<file path="config.mk">
export PLATFORM = sky130hd
export DESIGN_NAME = ps2_host_tx
export DESIGN_NICKNAME = d
export VERILOG_FILES = /design/src/rtl/ps2_host_tx.sv
export SDC_FILE = /design/constraint.sdc
export NUM_CORES = 1
export LEC_CHECK = 0
export BUFFER_PORTS_ARGS = -buffer_cell sky130_fd_sc_hd__buf_4
export CAP_MARGIN = 15
export CORE_ASPECT_RATIO = 1.25
export CORE_MARGIN = 2
export CORE_UTILIZATION = 55
export CTS_BUF_LIST = sky130_fd_sc_hd__clkbuf_8 sky130_fd_sc_hd__clkbuf_16
export CTS_CLUSTER_DIAMETER = 60
export DETAILED_ROUTE_END_ITERATION = 8
export PLACE_DENSITY = 0.82
export SYNTH_ARGS = -nofsm -noshare
export SYNTH_HDL_FRONTEND = slang
export SYNTH_SLANG_ARGS = --single-unit
</file>
<file path="constraint.sdc">
create_clock -name clk -period 5.13 [get_ports clk]
set_clock_uncertainty 0.15 [all_clocks]
set_input_delay 0.2565 -clock clk [delete_from_list [all_inputs] [get_ports clk]]
set_output_delay 0.2565 -clock clk [all_outputs]
set_load 0.03 [all_outputs]
</file>
<file path="src/rtl/ps2_host_tx.sv">
// PS/2 host-to-device transmitter: inhibit, request-to-send, clock out one
// byte LSB first with odd parity and stop, then check the device ack.
// Ports: clk/rstn; ps2_clk_in/ps2_data_in raw pins; tx_valid/tx_ready/tx_data
// byte handshake; ps2_clk_oe/ps2_data_oe open-drain pull-downs; busy,
// tx_done/tx_err pulses, err_code (01 start, 10 bit, 11 no ack).
module ps2_host_tx #(
  parameter int INHIBIT_CYCLES = 10000,
  parameter int START_TIMEOUT  = 1500000,
  parameter int BIT_TIMEOUT    = 200000
) (
  input  logic       clk,
  input  logic       rstn,
  input  logic       ps2_clk_in,
  input  logic       ps2_data_in,
  input  logic       tx_valid,
  input  logic [7:0] tx_data,
  output logic       tx_ready,
  output logic       ps2_clk_oe,
  output logic       ps2_data_oe,
  output logic       busy,
  output logic       tx_done,
  output logic       tx_err,
  output logic [1:0] err_code
);

  typedef enum logic [3:0] {
    S_IDLE,
    S_INHIBIT,
    S_REQ,
    S_START,
    S_BITS,
    S_ACK,
    S_RELEASE,
    S_DONE,
    S_ERR
  } state_t;

  localparam logic [20:0] INH_LAST =
    21'(INHIBIT_CYCLES - 1);
  localparam logic [20:0] START_TO =
    21'(START_TIMEOUT);
  localparam logic [20:0] BIT_TO =
    21'(BIT_TIMEOUT);
  localparam logic [20:0] TMR_MAX = '1;

  function automatic logic maj3(
    input logic [2:0] v
  );
    return (v[0] & v[1]) |
           (v[0] & v[2]) |
           (v[1] & v[2]);
  endfunction

  logic [1:0] clk_sync;
  logic [1:0] data_sync;
  logic [2:0] clk_hist;
  logic [2:0] data_hist;
  logic       clk_filt;
  logic       data_filt;
  logic       clk_prev;
  logic       clk_fall;

  always_ff @(posedge clk or negedge rstn) begin
    if (!rstn) begin
      clk_sync  <= 2'b11;
      data_sync <= 2'b11;
      clk_hist  <= 3'b111;
      data_hist <= 3'b111;
      clk_filt  <= 1'b1;
      data_filt <= 1'b1;
      clk_prev  <= 1'b1;
    end else begin
      clk_sync  <= {clk_sync[0], ps2_clk_in};
      data_sync <= {data_sync[0], ps2_data_in};
      clk_hist  <= {clk_hist[1:0], clk_sync[1]};
      data_hist <= {data_hist[1:0], data_sync[1]};
      clk_filt  <= maj3(clk_hist);
      data_filt <= maj3(data_hist);
      clk_prev  <= clk_filt;
    end
  end

  assign clk_fall = clk_prev & ~clk_filt;

  state_t      state_q, state_d;
  logic [9:0]  frame_q, frame_d;
  logic [3:0]  idx_q, idx_d;
  logic        drv_q, drv_d;
  logic [1:0]  err_q, err_d;
  logic [20:0] tmr_q, tmr_d;
  logic        tmr_clr;

  always_ff @(posedge clk or negedge rstn) begin
    if (!rstn) begin
      state_q <= S_IDLE;
      frame_q <= '0;
      idx_q   <= '0;
      drv_q   <= 1'b1;
      err_q   <= 2'b00;
      tmr_q   <= '0;
    end else begin
      state_q <= state_d;
      frame_q <= frame_d;
      idx_q   <= idx_d;
      drv_q   <= drv_d;
      err_q   <= err_d;
      tmr_q   <= tmr_d;
    end
  end

  always_comb begin
    state_d     = state_q;
    frame_d     = frame_q;
    idx_d       = idx_q;
    drv_d       = drv_q;
    err_d       = err_q;
    tmr_clr     = 1'b0;
    tx_ready    = 1'b0;
    tx_done     = 1'b0;
    tx_err      = 1'b0;
    ps2_clk_oe  = 1'b0;
    ps2_data_oe = 1'b0;
    unique case (state_q)
      S_IDLE: begin
        tx_ready = 1'b1;
        if (tx_valid) begin
          // frame = {stop, odd parity, data}
          frame_d = {1'b1, ~^tx_data, tx_data};
          err_d   = 2'b00;
          state_d = S_INHIBIT;
        end
      end
      S_INHIBIT: begin
        ps2_clk_oe = 1'b1;
        if (tmr_q >= INH_LAST)
          state_d = S_REQ;
      end
      S_REQ: begin
        ps2_clk_oe  = 1'b1;
        ps2_data_oe = 1'b1;
        idx_d       = 4'd0;
        state_d     = S_START;
      end
      S_START: begin
        ps2_data_oe = 1'b1;
        if (clk_fall) begin
          drv_d   = frame_q[0];
          idx_d   = 4'd1;
          state_d = S_BITS;
        end else if (tmr_q >= START_TO) begin
          err_d   = 2'b01;
          state_d = S_ERR;
        end
      end
      S_BITS: begin
        ps2_data_oe = ~drv_q;
        if (clk_fall) begin
          drv_d   = frame_q[idx_q];
          tmr_clr = 1'b1;
          if (idx_q == 4'd9)
            state_d = S_ACK;
          else
            idx_d = idx_q + 4'd1;
        end else if (tmr_q >= BIT_TO) begin
          err_d   = 2'b10;
          state_d = S_ERR;
        end
      end
      S_ACK: begin
        if (clk_fall) begin
          if (data_filt) begin
            err_d   = 2'b11;
            state_d = S_ERR;
          end else begin
            state_d = S_RELEASE;
          end
        end else if (tmr_q >= BIT_TO) begin
          err_d   = 2'b10;
          state_d = S_ERR;
        end
      end
      S_RELEASE: begin
        if (clk_filt && data_filt) begin
          state_d = S_DONE;
        end else if (tmr_q >= BIT_TO) begin
          err_d   = 2'b10;
          state_d = S_ERR;
        end
      end
      S_DONE: begin
        tx_done = 1'b1;
        state_d = S_IDLE;
      end
      S_ERR: begin
        tx_err  = 1'b1;
        state_d = S_IDLE;
      end
      default: state_d = S_IDLE;
    endcase
  end

  // timer restarts on every state entry and on each bit edge
  always_comb begin
    if ((state_d != state_q) || tmr_clr)
      tmr_d = '0;
    else if (tmr_q == TMR_MAX)
      tmr_d = tmr_q;
    else
      tmr_d = tmr_q + 21'd1;
  end

  assign busy     = ~tx_ready;
  assign err_code = err_q;

endmodule

</file>
==> results of run 1 <==
-- path summary, 6_finish.rpt --
kind / startpoint / endpoint / slack [ps] / cells after the start
worst max register to register: state_q[3] / tmr_q[3] / 2090 / 8
max in group asynchronous: rstn / tmr_q[6] / 4000 / 2
worst max-delay path: state_q[3] / tmr_q[3] / 2090 / 8
worst min register to register: data_sync[1] / data_hist[0] / 210 / 0
worst min-delay path: tx_data[1] / frame_q[1] / 40 / 2
min in group asynchronous: rstn / tmr_q[2] / 380 / 2
-- routing by layer --
layer | up-vias | GRT usage [%]
li1 | 1173 | -
met1 | 1188 | 28.1
met2 | 55 | 37.3
met3 | 11 | 3.08
met4 | 0 | 8.40
met5 | - | 0
-- where the power goes --
group | internal (uW) | switching (uW) | total (uW) | leakage (uW)
Sequential | 444 | 4.02 | 448 | 0.000695
Clock | 97.9 | 145 | 243 | 0.0000408
Combinational | 15.4 | 20.3 | 35.7 | 0.000683
Total | 557 | 169 | 726 | 0.00142
-- cell type report --
cell class | instances | area [um2]
tap | 64 | 80.1
inverter | 7 | 26.3
sequential | 55 | 1390
timing repair buffer | 23 | 180
clock inverter | 3 | 23.8
clock buffer | 5 | 68.8
multi-input combinational | 237 | 1610
fill | 465 | 2100
-- kinds of logic (layout without fill, tap and decap cells) --
| logic type | count (synthesis) | after routing | share of synthesized area [%] |
|---|---|---|---|
| AO/OA/AOI/OAI | 59 | 59 | 13.7 |
| XOR/XNOR | 23 | 23 | 6.41 |
| adder cells (fa/ha/maj) | 6 | 6 | 2.23 |
| buffers and inverters | 30 | 38 | 4.42 |
| flip-flops | 55 | 55 | 44.3 |
| multiplexers | 13 | 13 | 5.25 |
| AND/OR/NAND/NOR | 136 | 136 | 23.6 |
-- synth_stat cells (3+ instances only) --
| cell | number |
|---|---|
| nor3_2 | 5 |
| nand4_1 | 6 |
| ha_1 | 4 |
| xor2_1 | 12 |
| mux2_2 | 8 |
| buf_2 | 18 |
| xnor2_1 | 11 |
| o21ai_0 | 10 |
| a21oi_1 | 13 |
| nand2_1 | 25 |
| a31oi_1 | 5 |
| o211ai_1 | 4 |
| nor2b_1 | 7 |
| nor3_1 | 22 |
| inv_1 | 7 |
| mux2i_1 | 3 |
| nand3_1 | 20 |
| clkbuf_1 | 4 |
| dfrtp_1 | 41 |
| and3_1 | 3 |
| nor2_1 | 19 |
| o31ai_1 | 4 |
| nand2b_1 | 7 |
| dfstp_2 | 14 |
| nor4_1 | 5 |
-- state kept, by name, indices dropped and copies added (netlist names) --
register and cells:
drv_q 1, frame_q 10, clk_sync 2, tmr_q 21, clk_filt 1, data_filt 1
err_code 2, data_sync 2, idx_q 4, state_q 4, clk_hist 3, clk_prev 1
data_hist 3
-- stage by stage --
step / utilization [%] / cell area, um2 / total power [uW]
6_report: 61.7 / 3380 / 726
5_1_grt: 61.7 / 3380 / 756
4_1_cts: 61.7 / 3380 / 739
3_5_place_dp: 59.5 / 3260 / 491
3_3_place_gp: 59.5 / 3260 / 490
2_1_floorplan: - / 3140 / 470
==> impl_metrics.env, run 1 <==
export IMPL_power_leakage_uw=0.00142
export IMPL_drc_errors=0
export IMPL_cts_resized=0
export IMPL_finalHoldViolCount=0
export IMPL_met2_length_mm=3.41
export IMPL_ys_seq_area_share_pct=44.3
export IMPL_post_cts_buffers=0
export IMPL_top_layer_used="met4"
export IMPL_dp_cells=383
export IMPL_num_rows=30
export IMPL_ios=21
export IMPL_cts_path_max_buffers=2
export IMPL_clkTransAtPathRegs_ps=100
export IMPL_vdd_drop_max_mv=0.120
export IMPL_grt_total_usage_pct=21.8
export IMPL_grt_max_degree=56
export IMPL_clock_sinks=55
export IMPL_antenna_left=0
export IMPL_whs_ps=38.4
export IMPL_numCtsBuffers=5
export IMPL_synth_flop_cell="dfrtp_1"
export IMPL_antenna_cells=0
export IMPL_core_area_mm2=0.00548
export IMPL_place_gp_congestion=0.914
export IMPL_async_flop_share_pct=100
export IMPL_synth_net_count=339
export IMPL_cp_max_fo=21
export IMPL_max_cap_violations=0
export IMPL_hold_path_class="in -> reg"
export IMPL_dp_hpwl_mm=4.51
export IMPL_layout_setup_ws_ps=2090
export IMPL_area_growth_pct=7.64
export IMPL_critPathTopFamily="simple AND/OR/NAND/NOR gates"
export IMPL_cp_cell_sequence="nor2_1, nand2_1, inv_1, nand2_1, o311ai_1, a211oi_1, o221ai_2, nor4_1"
export IMPL_slowest_delay_ps=650
export IMPL_die_area_mm2=0.00634
export IMPL_antenna_found_initial=0
export IMPL_worst_slew_pin_slew_ps=1090
export IMPL_io_buffers=20
export IMPL_syn_avg_cell_area_um2=9.76
export IMPL_vias_per_cell=6.16
export IMPL_first_iter_violations=192
export IMPL_cts_root_buf="clkbuf_8"
export IMPL_crit_buf_inv=1
export IMPL_crit_path_end_kind="flip-flop"
export IMPL_rsz0062_at_grt="false"
export IMPL_grt_pass1_vias=2371
export IMPL_vias=2427
export IMPL_met3WireLength_um=223
export IMPL_start_kind="flip-flop"
export IMPL_setup_viol=0
export IMPL_max_slew_margin_rel_pct=27.4
export IMPL_layout_drive_gt1_share_pct=21.2
export IMPL_drt_met1_wl_mm=2.78
export IMPL_h_tree_depth=2
export IMPL_slowest_stage="dfrtp_1"
export IMPL_wl_mm=6.53
export IMPL_worstSetupPathType="reg -> reg"
export IMPL_fp_dieW_um=71.6
export IMPL_status="complete, no violations"
export IMPL_nets=346
export IMPL_synthCells=322
export IMPL_worstSkewPairLatency_ps=310
export IMPL_stdcell_count=394
export IMPL_min_period_over_period_pct=59.3
export IMPL_crit_path_frequent_cell="nand2_1"
export IMPL_final_common_cell="dfrtp_1"
export IMPL_synth_top_cell_area_share_pct=32.6
export IMPL_max_freq_ghz=0.329
export IMPL_synth_area_mm2=0.00314
export IMPL_p_per_area_mw_per_mm2=215
export IMPL_worst_ep_required_time_ps=5180
export IMPL_maxSlewViolCount=0
export IMPL_dr_pass1_iters=4
export IMPL_synth_top_area_cell="dfrtp_1"
export IMPL_synth_cell_type_count=59
export IMPL_period_minus_slack_ps=3040
export IMPL_holdBufCountCts=3
export IMPL_die_h_um=88.5
export IMPL_tns_ps=0
export IMPL_grt_pass1_wl_mm=11.0
export IMPL_dp_slack_ps=2190
export IMPL_ys_top_cells_by_area="dfrtp_1, dfstp_2, nor3_1, xor2_1, nand3_1"
export IMPL_start_util_pct=57.4
export IMPL_overflow=0
export IMPL_cts_tree="done"
export IMPL_cp_data_arrival_time_ps=3090
export IMPL_synth_edf_count=0
export IMPL_ys_ff_latch=55
export IMPL_wire_per_inst_um=16.6
export IMPL_final_cell_mix="dfrtp_1, nand2_1, nor3_1"
export IMPL_ys_warn_count=0
(Power assumes the default switching activity.)
==> run 2, diff against run 1 <==
- clock period: 5.13 -> 3.19 ns (I/O delays scaled with it)
==> run 2 against run 1 <==
  * Routed wire length grew 0.28%
  * Count of clock-buffer cells in the layout unchanged
  * Register-to-register slack worse by 1700 ps
  * Utilization rose by 2.1 points
  * Total power up 64%
  * Flip-flop and latch count did not move
  * Non-clock buffer count grew 12
  * First-iteration DRC count increased by 19%
  * Die area unchanged
  * Combinational power grew 89%
==> impl_metrics.env, run 2 (synthesis gave the netlist of run 1 again) <==
export IMPL_power_leakage_uw=0.00148
export IMPL_status="complete, no violations"
export IMPL_regMostFlops="tmr_q"
export IMPL_worst_slew_pin_slew_ps=662
export IMPL_pwr_share_clk_pct=34.0
export IMPL_num_rows=30
export IMPL_postPlaceCellArea_mm2=0.00329
export IMPL_max_cap_violations=0
export IMPL_grt_total_usage_pct=21.9
export IMPL_place_gp_congestion=0.874
export IMPL_whs_ps=110
export IMPL_die_area_mm2=0.00634
export IMPL_layout_drive_gt1_share_pct=21.6
export IMPL_worstSetupPathType="reg -> reg"
export IMPL_cts_resized=0
export IMPL_io_buffers=20
export IMPL_p_per_area_mw_per_mm2=341
export IMPL_largest_reg_flops=21
export IMPL_setup_viol=0
export IMPL_cp_max_fo=21
export IMPL_die_h_um=88.5
export IMPL_ios=21
export IMPL_min_period_over_period_pct=87.5
export IMPL_period_minus_slack_ps=2790
export IMPL_rsz0062_at_grt="false"
export IMPL_final_cell_mix="dfrtp_1, nand2_1, buf_4"
export IMPL_fp_dieW_um=71.6
export IMPL_grt_pass1_wl_mm=11.1
export IMPL_first_iter_violations=228
export IMPL_finalHoldViolCount=0
export IMPL_worstSkewPairLatency_ps=310
export IMPL_post_cts_buffers=0
export IMPL_drc_errors=0
export IMPL_start_kind="flip-flop"
export IMPL_cts_root_buf="clkbuf_8"
export IMPL_hold_path_class="in -> reg"
export IMPL_crit_path_end_kind="flip-flop"
export IMPL_cts_tree="done"
export IMPL_clock_sinks=55
export IMPL_wire_per_inst_um=16.1
export IMPL_p_comb_share_pct=5.6
export IMPL_overflow=0
export IMPL_max_slew_margin_rel_pct=55.9
export IMPL_h_tree_depth=2
export IMPL_worst_ep_required_time_ps=3230
export IMPL_cp_data_arrival_time_ps=2830
export IMPL_wl_mm=6.54
export IMPL_holdPathStages=4
export IMPL_dr_pass1_iters=5
export IMPL_dp_hpwl_mm=4.49
export IMPL_max_freq_ghz=0.358
export IMPL_critPathLaunch="state_q[2]"
export IMPL_maxSlewViolCount=0
export IMPL_final_common_cell="dfrtp_1"
export IMPL_vdd_drop_max_mv=0.218
export IMPL_worstRegToRegCells=7
export IMPL_timing_rr_start="state_q[2]"
export IMPL_p_int_uw=908
export IMPL_nets=358
export IMPL_grt_pass1_vias=2435
export IMPL_final_area_mm2=0.00350
export IMPL_top_regs="tmr_q (21), frame_q (10)"
export IMPL_area_growth_pct=11.2
export IMPL_antenna_left=0
export IMPL_vias_per_cell=6.31
export IMPL_start_util_pct=57.4
export IMPL_cts_path_max_buffers=2
export IMPL_antenna_cells=0
export IMPL_holdBufCountCts=11
export IMPL_seqPwrFrac_pct=60.4
export IMPL_utilization_pct=63.8
export IMPL_grt_max_degree=56
export IMPL_tns_ps=0
export IMPL_clkTransAtPathRegs_ps=110
export IMPL_switching_share_pct=23.9
export IMPL_p_switching_uw=285
export IMPL_hp_start="tx_valid"
export IMPL_core_area_mm2=0.00548
export IMPL_numCtsBuffers=5
export IMPL_antenna_found_initial=0
export IMPL_vias=2560
## run 2: through the flow
| stage | setup WS [ps] | power, uW | cells |
|---|---|---|---|
| after floorplan | 945 | 756 | 322 |
| after global placement | 539 | 788 | 387 |
| after detailed placement | 506 | 790 | 387 |
| after CTS | 498 | 1210 | 406 |
| after global routing | 290 | 1240 | 406 |
| final | 398 | 1190 | 406 |
## run 2: layout make-up
type                       instances  area (um2)
tap                               64        80.1
multi-input combinational        237        1610
clock inverter                     3        26.3
timing repair buffer              35         290
clock buffer                       5        68.8
inverter                           7        26.3
sequential                        55        1390
fill                             436        1980
## run 2: path summary, 6_finish.rpt
check | endpoint | slack (ps)
max | tmr_q[3] | 400
min | frame_q[9] | 110
max reg2reg | tmr_q[3] | 400
min reg2reg | data_sync[1] | 210
max in group asynchronous | state_q[1] | 2180
min in group asynchronous | tmr_q[2] | 280
## run 2: worst max-delay path, cell delays in order (launching register included)
cell	delay, ps
dfrtp_1	630
nor2b_1	540
nand2_2	230
o311ai_1	480
a211oi_1	140
o221ai_2	100
buf_4	290
nor4_1	100
## run 2: per-layer routing
| layer | share of wire (%) | global-route usage (%) | vias up | wire (um) |
|---|---|---|---|---|
| li1 | - | - | 1202 | - |
| met1 | 41 | 28.3 | 1234 | 2680 |
| met2 | 51 | 37.4 | 108 | 3360 |
| met3 | 5.4 | 3.30 | 16 | 353 |
| met4 | 2.3 | 8.40 | 0 | 149 |
| met5 | 0 | 0 | - | 0 |
## run 2: power by group through the flow
| stage | combinational [uW] | clock [uW] | sequential (uW) |
|---|---|---|---|
| after floorplan | 24.8 | 0 | 731 |
| after global placement | 55.1 | 0 | 732 |
| after detailed placement | 56.4 | 0 | 734 |
| after CTS | 67.2 | 417 | 721 |
| after global routing | 74.8 | 442 | 722 |
| final | 67.3 | 406 | 721 |
==> run 3, diff against run 2 <==
- BUFFER_PORTS_ARGS: -buffer_cell sky130_fd_sc_hd__buf_4 -> not set
- DONT_BUFFER_PORTS: not set -> 1
- PLACE_DENSITY: 0.82 -> 0.79
==> run 3 against run 2 <==
  * Die area did not move
  * Non-clock buffer count fell by 17
  * Register-to-register slack improved by 90 ps
  * Cell area decreased by 3.3%
  * Sequential power hardly changed
  * Global-route usage is essentially flat
  * Cell count shrank 4.2%
  * Clock power decreased by 6.2%
  * Sequential share of layout area grew 1.4 points
  * Flip-flop and latch count stayed put
  * Routed wire length down 2.4%
  * Fmax is 3.4% higher
  * Critical path type unchanged
  * Largest cell class unchanged
==> impl_metrics.env, run 3 (synthesis gave the netlist of run 1 again) <==
export IMPL_status="complete, no violations"
export IMPL_cts_path_max_buffers=2
export IMPL_core_area_mm2=0.00548
export IMPL_vias_per_cell=6.31
export IMPL_maxSlewViolCount=0
export IMPL_period_minus_slack_ps=2700
export IMPL_place_gp_congestion=0.954
export IMPL_max_slew_margin_rel_pct=29.7
export IMPL_hp_start="tx_valid"
export IMPL_grt_max_degree=56
export IMPL_nets=341
export IMPL_worst_slew_pin_slew_ps=1050
export IMPL_wire_per_inst_um=16.4
export IMPL_finalPower_uw=1160
export IMPL_power_leakage_uw=0.00140
export IMPL_p_switching_uw=263
export IMPL_antenna_found_initial=0
export IMPL_tns_ps=0
export IMPL_layout_drive_gt1_share_pct=17.5
export IMPL_worst_ep_required_time_ps=3180
export IMPL_first_iter_violations=163
export IMPL_dr_pass1_iters=4
export IMPL_top_regs="tmr_q (21), frame_q (10)"
export IMPL_holdBufCountCts=12
export IMPL_pwr_share_clk_pct=32.8
export IMPL_vias=2456
export IMPL_antenna_left=0
export IMPL_fp_dieW_um=71.6
export IMPL_max_freq_ghz=0.370
export IMPL_io_buffers=0
export IMPL_start_util_pct=57.4
export IMPL_grt_total_usage_pct=21.9
export IMPL_finalHoldViolCount=0
export IMPL_cts_tree="done"
export IMPL_clock_sinks=55
export IMPL_seqPwrFrac_pct=62.1
export IMPL_drc_errors=0
export IMPL_p_per_area_mw_per_mm2=343
export IMPL_wl_mm=6.39
export IMPL_rsz0062_at_grt="false"
export IMPL_ios=21
export IMPL_final_common_cell="dfrtp_1"
export IMPL_largest_reg_flops=21
export IMPL_hold_path_class="in -> reg"
export IMPL_cts_resized=0
export IMPL_min_period_over_period_pct=84.7
export IMPL_final_cell_mix="dfrtp_1, nand2_1, nor3_1"
export IMPL_max_cap_violations=0
export IMPL_cp_max_fo=21
export IMPL_dp_hpwl_mm=4.47
export IMPL_critPathLaunch="state_q[2]"
export IMPL_cp_data_arrival_time_ps=2690
export IMPL_clkTransAtPathRegs_ps=100
export IMPL_post_cts_buffers=0
export IMPL_start_kind="flip-flop"
export IMPL_die_area_mm2=0.00634
export IMPL_numCtsBuffers=5
export IMPL_overflow=0
export IMPL_area_growth_pct=7.56
export IMPL_whs_ps=59.9
export IMPL_antenna_cells=0
export IMPL_h_tree_depth=2
export IMPL_vdd_drop_max_mv=0.209
export IMPL_num_rows=30
export IMPL_setup_viol=0
export IMPL_cts_root_buf="clkbuf_8"
export IMPL_crit_path_end_kind="flip-flop"
export IMPL_worstSkewPairLatency_ps=310
export IMPL_grt_pass1_vias=2365
export IMPL_p_comb_share_pct=5.0
export IMPL_slowest_delay_ps=620
export IMPL_die_h_um=88.5
export IMPL_worstSetupPathType="reg -> reg"
export IMPL_p_int_uw=896
export IMPL_timing_rr_start="state_q[2]"
export IMPL_switching_share_pct=22.7
export IMPL_critPathTopFamily="simple AND/OR/NAND/NOR gates"
export IMPL_regMostFlops="tmr_q"
export IMPL_cp_cell_sequence="nor2b_1, nand2_2, o311ai_1, a211oi_1, o221ai_2, nor3_1"
export IMPL_crit_buf_inv=0
export IMPL_grt_pass1_wl_mm=11.1
export IMPL_slowest_stage="dfrtp_1"
run 3: cell types whose count changed in the layout (fill, tap and decap cells not counted), sizes merged:
cell	previous run	this run
buf	24	7
clkinv	1	2
inv	9	8
run 3: power by group through the flow:
stage               clock network (uW)  registers (uW)  logic [uW]
global route                       421             722        65.1
CTS                                395             720        59.8
detailed placement                   0             733        30.3
global placement                     0             733        28.7
floorplan                            0             731        24.8
finish                             381             720        58.1
run 3: worst paths after layout:
kind                            slack (ps)  depth (start not counted)      endpoint
worst max-delay path                   490                          6      tmr_q[6]
worst min-delay path                    60                          3    frame_q[9]
worst max register to register         490                          6      tmr_q[6]
worst min register to register         210                          0  data_sync[1]
max in group asynchronous             2380                          2   clk_sync[0]
min in group asynchronous              210                          2      idx_q[1]
run 3: worst register-to-register path, cell delays in order (launching register included):
cell      delay, ps
dfrtp_1         620
nor2b_1         510
nand2_2         200
o311ai_1        390
a211oi_1        110
o221ai_2        380
nor3_1          180
run 3: metrics by stage:
step                setup slack, ps  cell area, um2  utilization, %  cells
finish                          489            3380            61.7    389
floorplan                       945            3140               -    322
detailed placement              512            3160            57.6    369
global route                    258            3380            61.7    389
global placement                628            3160            57.6    369
CTS                             486            3380            61.7    389
run 3: cell type report:
type                            instances  area (um2)
Timing Repair Buffer                   18         183
Fill cell                             460        2100
Sequential cell                        55        1390
Tap cell                               64        80.1
Clock inverter                          3        18.8
Clock buffer                            5        68.8
Inverter                                7        26.3
Multi-Input combinational cell        237        1610
run 3: layer usage:
| metal | GRT usage [%] | wire length [um] | vias to the layer above |
|---|---|---|---|
| met5 | 0 | 0 | - |
| met4 | 7.89 | 165 | 0 |
| met3 | 3.19 | 228 | 15 |
| met2 | 37.5 | 3210 | 69 |
| met1 | 28.4 | 2780 | 1202 |
| li1 | - | - | 1170 |
